## src/rtl/ut_param_core_if.sv

```systemverilog
// Operand, strobe and status bundle for ut_param_core; the master side drives
// the control inputs and the slave side is the core itself.
interface ut_param_core_if #(
  parameter int WIDTH = 16,
  parameter int AW    = 1
) ();
  logic             ce;
  logic [2:0]       sel_ual;
  logic [AW-1:0]    acc_sel;
  logic [WIDTH-1:0] data_in;
  logic             load_r1;
  logic             load_acc;
  logic             load_carry;
  logic             init_carry;
  logic             start;
  logic             busy;
  logic             done;
  logic             carry;
  logic             zero;
  logic [WIDTH-1:0] data_out;

  modport master (
    output ce, sel_ual, acc_sel, data_in,
    output load_r1, load_acc, load_carry, init_carry, start,
    input  busy, done, carry, zero, data_out
  );

  modport slave (
    input  ce, sel_ual, acc_sel, data_in,
    input  load_r1, load_acc, load_carry, init_carry, start,
    output busy, done, carry, zero, data_out
  );
endinterface

```

## src/rtl/ut_param_core.sv

```systemverilog
// Accumulator datapath with a small ALU and an optional shift-add multiplier,
// compiled in only when the macro UT_PARAM_MUL_EN is defined.
module ut_param_core #(
  parameter int  WIDTH = 16,
  parameter int  NACC  = 2,
  localparam int AW    = (NACC > 1) ? $clog2(NACC) : 1
) (
  input logic            clk,
  input logic            rst,
  ut_param_core_if.slave bus
);

  typedef enum logic [2:0] {
    OP_NOR  = 3'b000,
    OP_PASS = 3'b001,
    OP_ADD  = 3'b010,
    OP_SUB  = 3'b011,
    OP_MUL  = 3'b100
  } op_e;

  logic [WIDTH-1:0] acc_q [NACC];
  logic [WIDTH-1:0] acc_d [NACC];
  logic [WIDTH-1:0] r1_q, r1_d;
  logic             carry_q, carry_d;

  logic             sel_ok;
  logic [WIDTH-1:0] op_a, op_b;
  logic [WIDTH-1:0] alu_res;
  logic             alu_cy;
  logic [WIDTH:0]   sum;

  logic             busy_w;
  logic             mul_req;
  logic             mul_wb;
  logic [AW-1:0]    mul_idx;
  logic [WIDTH-1:0] mul_lo;
  logic             mul_cy;

  // An acc_sel beyond NACC (non power-of-two NACC) reads as zero and never writes.
  assign sel_ok = (32'(bus.acc_sel) < NACC);
  assign op_a   = sel_ok ? acc_q[bus.acc_sel] : '0;
  assign op_b   = r1_q;

  always_comb begin : alu
    alu_res = '0;
    alu_cy  = 1'b0;
    sum     = {1'b0, op_a} + {1'b0, op_b};
    case (op_e'(bus.sel_ual))
      OP_NOR:  alu_res = ~(op_a | op_b);
      OP_PASS: alu_res = op_b;
      OP_ADD: begin
        alu_res = sum[WIDTH-1:0];
        alu_cy  = sum[WIDTH];
      end
      OP_SUB: begin
        alu_res = op_a - op_b;
        alu_cy  = (op_a < op_b);
      end
      default: ;
    endcase
  end

`ifdef UT_PARAM_MUL_EN
  typedef enum logic [1:0] {
    S_IDLE,
    S_RUN,
    S_FIN
  } state_e;

  localparam int CW = $clog2(WIDTH);

  state_e             state_q, state_d;
  logic [CW-1:0]      cnt_q, cnt_d;
  logic [2*WIDTH-1:0] mcand_q, mcand_d;
  logic [2*WIDTH-1:0] prod_q, prod_d;
  logic [WIDTH-1:0]   mplier_q, mplier_d;
  logic [AW-1:0]      idx_q, idx_d;
  logic               done_q, done_d;

  assign mul_req = bus.start && (bus.sel_ual == OP_MUL);

  always_comb begin : mul_fsm
    state_d  = state_q;
    cnt_d    = cnt_q;
    mcand_d  = mcand_q;
    prod_d   = prod_q;
    mplier_d = mplier_q;
    idx_d    = idx_q;
    mul_wb   = 1'b0;
    done_d   = 1'b0;
    case (state_q)
      S_IDLE: begin
        if (bus.ce && mul_req) begin
          mcand_d  = {{WIDTH{1'b0}}, op_b};
          mplier_d = op_a;
          idx_d    = bus.acc_sel;
          prod_d   = '0;
          cnt_d    = '0;
          state_d  = S_RUN;
        end
      end
      S_RUN: begin
        if (bus.ce) begin
          if (mplier_q[0]) prod_d = prod_q + mcand_q;
          mcand_d  = mcand_q << 1;
          mplier_d = mplier_q >> 1;
          cnt_d    = cnt_q + 1'b1;
          if (cnt_q == CW'(WIDTH - 1)) state_d = S_FIN;
        end
      end
      S_FIN: begin
        if (bus.ce) begin
          mul_wb  = 1'b1;
          done_d  = 1'b1;
          state_d = S_IDLE;
        end
      end
      default: state_d = S_IDLE;
    endcase
  end

  // done is a pulse: it is recomputed every edge so it never lingers past one cycle.
  always_ff @(posedge clk or posedge rst) begin
    if (rst) begin
      state_q  <= S_IDLE;
      cnt_q    <= '0;
      mcand_q  <= '0;
      prod_q   <= '0;
      mplier_q <= '0;
      idx_q    <= '0;
      done_q   <= 1'b0;
    end else begin
      state_q  <= state_d;
      cnt_q    <= cnt_d;
      mcand_q  <= mcand_d;
      prod_q   <= prod_d;
      mplier_q <= mplier_d;
      idx_q    <= idx_d;
      done_q   <= done_d;
    end
  end

  assign busy_w   = (state_q != S_IDLE);
  assign mul_idx  = idx_q;
  assign mul_lo   = prod_q[WIDTH-1:0];
  assign mul_cy   = |prod_q[2*WIDTH-1:WIDTH];
  assign bus.busy = busy_w;
  assign bus.done = done_q;
`else
  logic unused_start;

  assign unused_start = bus.start;
  assign mul_req      = 1'b0;
  assign mul_wb       = 1'b0;
  assign mul_idx      = '0;
  assign mul_lo       = '0;
  assign mul_cy       = 1'b0;
  assign busy_w       = 1'b0;
  assign bus.busy     = 1'b0;
  assign bus.done     = 1'b0;
`endif

  always_comb begin : datapath
    // NOTE: every variable gets its hold value first so no path through the
    // branches below can leave it unassigned and infer a latch.
    acc_d   = acc_q;
    r1_d    = r1_q;
    carry_d = carry_q;
    if (bus.ce) begin
      if (bus.load_r1) r1_d = bus.data_in;
      if (mul_wb) begin
        if (32'(mul_idx) < NACC) acc_d[mul_idx] = mul_lo;
        carry_d = mul_cy;
      end else if (!busy_w) begin
        // A multiply launch consumes the ALU slot, so it suppresses write-back.
        if (bus.load_acc && !mul_req && sel_ok) acc_d[bus.acc_sel] = alu_res;
        if (bus.load_carry)      carry_d = alu_cy;
        else if (bus.init_carry) carry_d = 1'b0;
      end
    end
  end

  always_ff @(posedge clk or posedge rst) begin
    if (rst) begin
      // NOTE: the accumulator file is a handful of flops that must read zero
      // after reset, so each entry is reset explicitly rather than left as RAM.
      for (int i = 0; i < NACC; i++) acc_q[i] <= '0;
      r1_q    <= '0;
      carry_q <= 1'b0;
    end else begin
      // NOTE: non-blocking assignments so every flop samples pre-edge values.
      acc_q   <= acc_d;
      r1_q    <= r1_d;
      carry_q <= carry_d;
    end
  end

  assign bus.data_out = op_a;
  assign bus.zero     = (op_a == '0);
  assign bus.carry    = carry_q;

endmodule

```

## src/flat_wrapper.sv

```systemverilog
// flat-port wrapper written by rule: the top's interface ports become plain ports
module ut_param_core_flat 
#(
  parameter int  WIDTH = 16,
  parameter int  NACC  = 2,
  localparam int AW    = (NACC > 1) ? $clog2(NACC) : 1
)
  (clk, rst, bus_ce, bus_sel_ual, bus_acc_sel, bus_data_in, bus_load_r1, bus_load_acc, bus_load_carry, bus_init_carry, bus_start, bus_busy, bus_done, bus_carry, bus_zero, bus_data_out);
  ut_param_core_if #(.WIDTH(WIDTH), .AW((1))) bus_i ();
  input logic clk;
  input logic rst;
  input wire logic [$bits(bus_i.ce)-1:0] bus_ce;
  input wire logic [$bits(bus_i.sel_ual)-1:0] bus_sel_ual;
  input wire logic [$bits(bus_i.acc_sel)-1:0] bus_acc_sel;
  input wire logic [$bits(bus_i.data_in)-1:0] bus_data_in;
  input wire logic [$bits(bus_i.load_r1)-1:0] bus_load_r1;
  input wire logic [$bits(bus_i.load_acc)-1:0] bus_load_acc;
  input wire logic [$bits(bus_i.load_carry)-1:0] bus_load_carry;
  input wire logic [$bits(bus_i.init_carry)-1:0] bus_init_carry;
  input wire logic [$bits(bus_i.start)-1:0] bus_start;
  output wire logic [$bits(bus_i.busy)-1:0] bus_busy;
  output wire logic [$bits(bus_i.done)-1:0] bus_done;
  output wire logic [$bits(bus_i.carry)-1:0] bus_carry;
  output wire logic [$bits(bus_i.zero)-1:0] bus_zero;
  output wire logic [$bits(bus_i.data_out)-1:0] bus_data_out;
  assign bus_i.ce = bus_ce;
  assign bus_i.sel_ual = bus_sel_ual;
  assign bus_i.acc_sel = bus_acc_sel;
  assign bus_i.data_in = bus_data_in;
  assign bus_i.load_r1 = bus_load_r1;
  assign bus_i.load_acc = bus_load_acc;
  assign bus_i.load_carry = bus_load_carry;
  assign bus_i.init_carry = bus_init_carry;
  assign bus_i.start = bus_start;
  assign bus_busy = bus_i.busy;
  assign bus_done = bus_i.done;
  assign bus_carry = bus_i.carry;
  assign bus_zero = bus_i.zero;
  assign bus_data_out = bus_i.data_out;
  ut_param_core #(.WIDTH(WIDTH), .NACC(NACC)) u_core (.clk(clk), .rst(rst), .bus(bus_i));
endmodule
```

## config.mk

```make
export PLATFORM = sky130hd
export DESIGN_NAME = ut_param_core_flat
export DESIGN_NICKNAME = d
export VERILOG_FILES = /design/src/rtl/ut_param_core_if.sv /design/src/rtl/ut_param_core.sv /design/src/flat_wrapper.sv
export SDC_FILE = /design/constraint.sdc
export NUM_CORES = 1
export LEC_CHECK = 0
export CORE_ASPECT_RATIO = 1.2
export CORE_MARGIN = 2
export CORE_UTILIZATION = 58
export CTS_CLUSTER_DIAMETER = 50
export DETAILED_ROUTE_END_ITERATION = 6
export PLACE_DENSITY = 0.81
export RECOVER_POWER = 100
export SLEW_MARGIN = 30
export SYNTH_ARGS = -nofsm -noshare
export SYNTH_HDL_FRONTEND = slang
export SYNTH_SLANG_ARGS = --single-unit
```

## constraint.sdc

```tcl
create_clock -name clk -period 4.3 [get_ports clk]
set_input_delay 1.29 -clock clk [delete_from_list [all_inputs] [get_ports clk]]
set_output_delay 1.29 -clock clk [all_outputs]
set_load 0.02 [all_outputs]
```

==> flow_metrics.env <==
export IMPL_p_sw_uw=1310
export IMPL_status="finished, violations left"
export IMPL_antenna_found_initial=0
export IMPL_worstSetupPathType="in2out"
export IMPL_holdPathEnd="u_core.acc_q[13]"
export IMPL_crit_path_start_kind="input port"
export IMPL_cts_sinks=49
export IMPL_p_leak_uw=0.00295
export IMPL_syn_area_sq_um=4680
export IMPL_r2r_end="u_core.acc_q[31]"
export IMPL_path_buf_inv=5
export IMPL_clockBufferDepth=2
export IMPL_crit_chain="dlygate4sd2_1 > buf_12 > mux2i_1 > buf_4 > inv_1 > dlygate4sd3_1"
export IMPL_synth_cell_types=69
export IMPL_hold_violations=0
export IMPL_die_width_um=86.0
export IMPL_core_area_sq_um=7750
export IMPL_tightest_slew_ns=1.52
export IMPL_arrival_ns=2.95
export IMPL_rrSetupSlack_ns=1.22
export IMPL_min_path_type="reg2reg"
export IMPL_h_tree_depth=2
export IMPL_power_frac_clock_pct=12.3
export IMPL_via_per_inst=6.19
export IMPL_finalNonFillerCells=762
export IMPL_mostFrequentLayoutCell="buf_4"
export IMPL_clock_skew_ns=0.0210
export IMPL_hold_path_startpoint="u_core.acc_q[13]"
export IMPL_max_slew_margin_rel_pct=-1.65
export IMPL_antennaDiodeCount=0
export IMPL_seqPwrFrac_pct=21.5
export IMPL_comb_power_share_pct=66.3
export IMPL_drc_errors=0
export IMPL_cts_buffers=5
export IMPL_grt_max_degree=28
export IMPL_holdWs_ns=0.497
export IMPL_critical_path_max_fanout=10
export IMPL_cp_slowest_cell="dlygate4sd3_1"
export IMPL_final_area_sq_um=6030
export IMPL_power_internal_uw=1660
export IMPL_peakVddDrop_v=0.000276
export IMPL_yosys_area_top_type="dfrtp_1"
export IMPL_dieArea_sq_um=8800
export IMPL_critPathRequiredTime_ns=3.01
export IMPL_path_clk_slew_ns=0.12
export IMPL_final_nets=752
export IMPL_wire_per_inst_um=19.1
export IMPL_grt_pass1_vias=4817
export IMPL_firstDrtPassIters=5
export IMPL_cts_hold_buf=0
export IMPL_synth_top_area_share_pct=26.2
export IMPL_hpwl_mm=11.1
export IMPL_drtAntennaViolNets=0
export IMPL_layout_common_cells="buf_4, ha_1, nor2_1, dfrtp_1, inv_1"
export IMPL_worstSkewPairLatency_ns=0.33
export IMPL_critPathCaptureType="primary output"
export IMPL_synthArstFlopShare_pct=100
export IMPL_track_usage_pct=34.9
export IMPL_cts_tree="yes"
export IMPL_grt_pass1_wl_mm=23.8
export IMPL_pre_cts_ws_ns=-0.403
export IMPL_setup_ws_ns=0.0625
export IMPL_cpPeakStageDelay_ns=0.64
export IMPL_portBuffers=44
export IMPL_cts_root_buffer="clkbuf_8"
export IMPL_min_period_ns=4.24
export IMPL_synth_seq_cells=49
export IMPL_swShare_pct=44.1
export IMPL_syn2layout_area_growth_pct=29.0
export IMPL_yosysWarningCount=0
export IMPL_ios=48
export IMPL_crit_family="buffers and inverters"
export IMPL_synth_edff_count=0
export IMPL_max_cap_viol_count=1
export IMPL_worst_hold_path_num_cells=2
export IMPL_power_density_nw_per_um2=494
export IMPL_synth_area_leaders="dfrtp_1, ha_1, mux2i_1"
export IMPL_grt_overflow=0
export IMPL_wirelength_mm=14.6
export IMPL_violations="max-capacitance violations, max-slew violations"
export IMPL_r2r_start="u_core.acc_q[18]"
export IMPL_fin_setup_tns_ns=0
export IMPL_syn_inst=543
export IMPL_vias=4716
export IMPL_layout_drive_gt1_share_pct=21.0
export IMPL_die_height_um=102
export IMPL_rr_worst_depth=12
export IMPL_synth_flop_cell="dfrtp_1"
export IMPL_dp_cells=751
export IMPL_maxSlewViolCount=28
export IMPL_post_dp_cell_area_sq_um=5870
export IMPL_gp_congestion=0.996
export IMPL_start_util_pct=60.3
export IMPL_rows=35
export IMPL_syn_avg_cell_area_sq_um=8.61
export IMPL_setup_viol=0
export IMPL_min_period_over_period_pct=98.5
export IMPL_fmax_mhz=236
export IMPL_drt_iter0_drc=352
export IMPL_synth_seq_area_share_pct=26.2
==> metal layers <==
| metal | part of all wire, % | global-route usage [%] | routed length, um |
|---|---|---|---|
| met1 | 41 | 42.9 | 6010 |
| met2 | 49 | 60.8 | 7180 |
| met3 | 5.0 | 3.88 | 726 |
| met4 | 4.5 | 16.7 | 659 |
| met5 | 0 | 0 | 0 |
==> sequential cells by signal (all words and copies together), names as in the netlist <==
register,flops
u_core.op_b,16
u_core.acc_q,32
u_core.bus.carry,1
==> worst min-delay path, cell delays in order, from the launching register on <==
cell	delay [ns]
dfrtp_1	0.36
nand2_1	0.06
nand3_1	0.06
==> synthesized netlist by cell type (3+ instances only) <==
library cell  count
clkbuf_1         17
buf_2             5
and2_1            3
o211ai_1          7
nand2b_1          9
nor2b_1           8
o21a_1            4
inv_1            43
nor4_1            6
or3_1             5
a21oi_1          22
mux2_2           20
xor2_1            3
nand2_1          35
a221oi_1          3
buf_4             3
nand4_1           8
o21ai_0          18
o211a_1           3
a211o_1           4
a21o_1            8
dfrtp_1          49
or2_1             5
mux2i_1          27
a31oi_1          16
o21bai_1          4
nor2_1           49
o21ai_1          16
ha_1             53
nor3_1           14
xnor2_1           9
a211oi_1         14
nand3_1           4
nor3b_1           4
==> power groups by stage <==
stage                     combinational, uW  sequential, uW  clock [uW]
after global routing                   2130             648         383
after CTS                              1960             636         364
after global placement                 1860             631           0
after detailed placement               1930             641           0
final                                  1970             639         365
after floorplan                        1130             620           0
==> per-stage QoR <==
step           total power, uW  utilization (%)
5_1_grt                   3160             77.8
6_report                  2980             77.8
4_1_cts                   2960             78.2
3_5_place_dp              2570             75.7
3_3_place_gp              2500             75.7
2_1_floorplan             1750                -
==> how the worst max path moves through the flow <==
stage,endpoint,cells past startpoint,start,slack (ns)
after floorplan,u_core.acc_q[31],11,bus_acc_sel,0.06
after global placement,bus_zero,6,bus_acc_sel,-0.38
after detailed placement,bus_zero,6,bus_acc_sel,-0.40
after CTS,u_core.acc_q[14],15,bus_acc_sel,0.06
after global routing,u_core.acc_q[11],14,bus_acc_sel,-0.006
final,bus_data_out[9],6,bus_acc_sel,0.06
==> final cells by class <==
class / count / area, sq um
clock buffer: 5 / 68.8
clock inverter: 3 / 47.5
fill: 563 / 1720
inverter: 44 / 165
multi-input combinational: 423 / 3200
sequential: 49 / 1230
tap: 92 / 115
timing repair buffer: 146 / 1200
==> what timing repair did <==
| action | in CTS | in global routing |
|---|---|---|
| endpoints found under the setup margin | 16 | 4 |
| resized for setup | 20 | 1 |
| setup buffers | 1 | 1 |
| pin swaps | 3 | 0 |
| gates cloned | 1 | 0 |
| hold endpoints to repair | 0 | 0 |
==> kinds of logic (layout without fill, tap and decap cells) <==
family,Yosys count,count (layout),share of synthesized area [%]
muxes,50,50,11.6
adders and majority gates,55,55,15.0
other,1,2,0.0802
xor gates and xnor gates,12,12,2.25
DFF,49,49,26.2
AOI/OAI and AO/OA,142,142,21.4
and+or+nand+nor,162,162,17.2
buffers and inverters,72,198,6.23
Note: power is estimated with default switching activity, not from simulation.
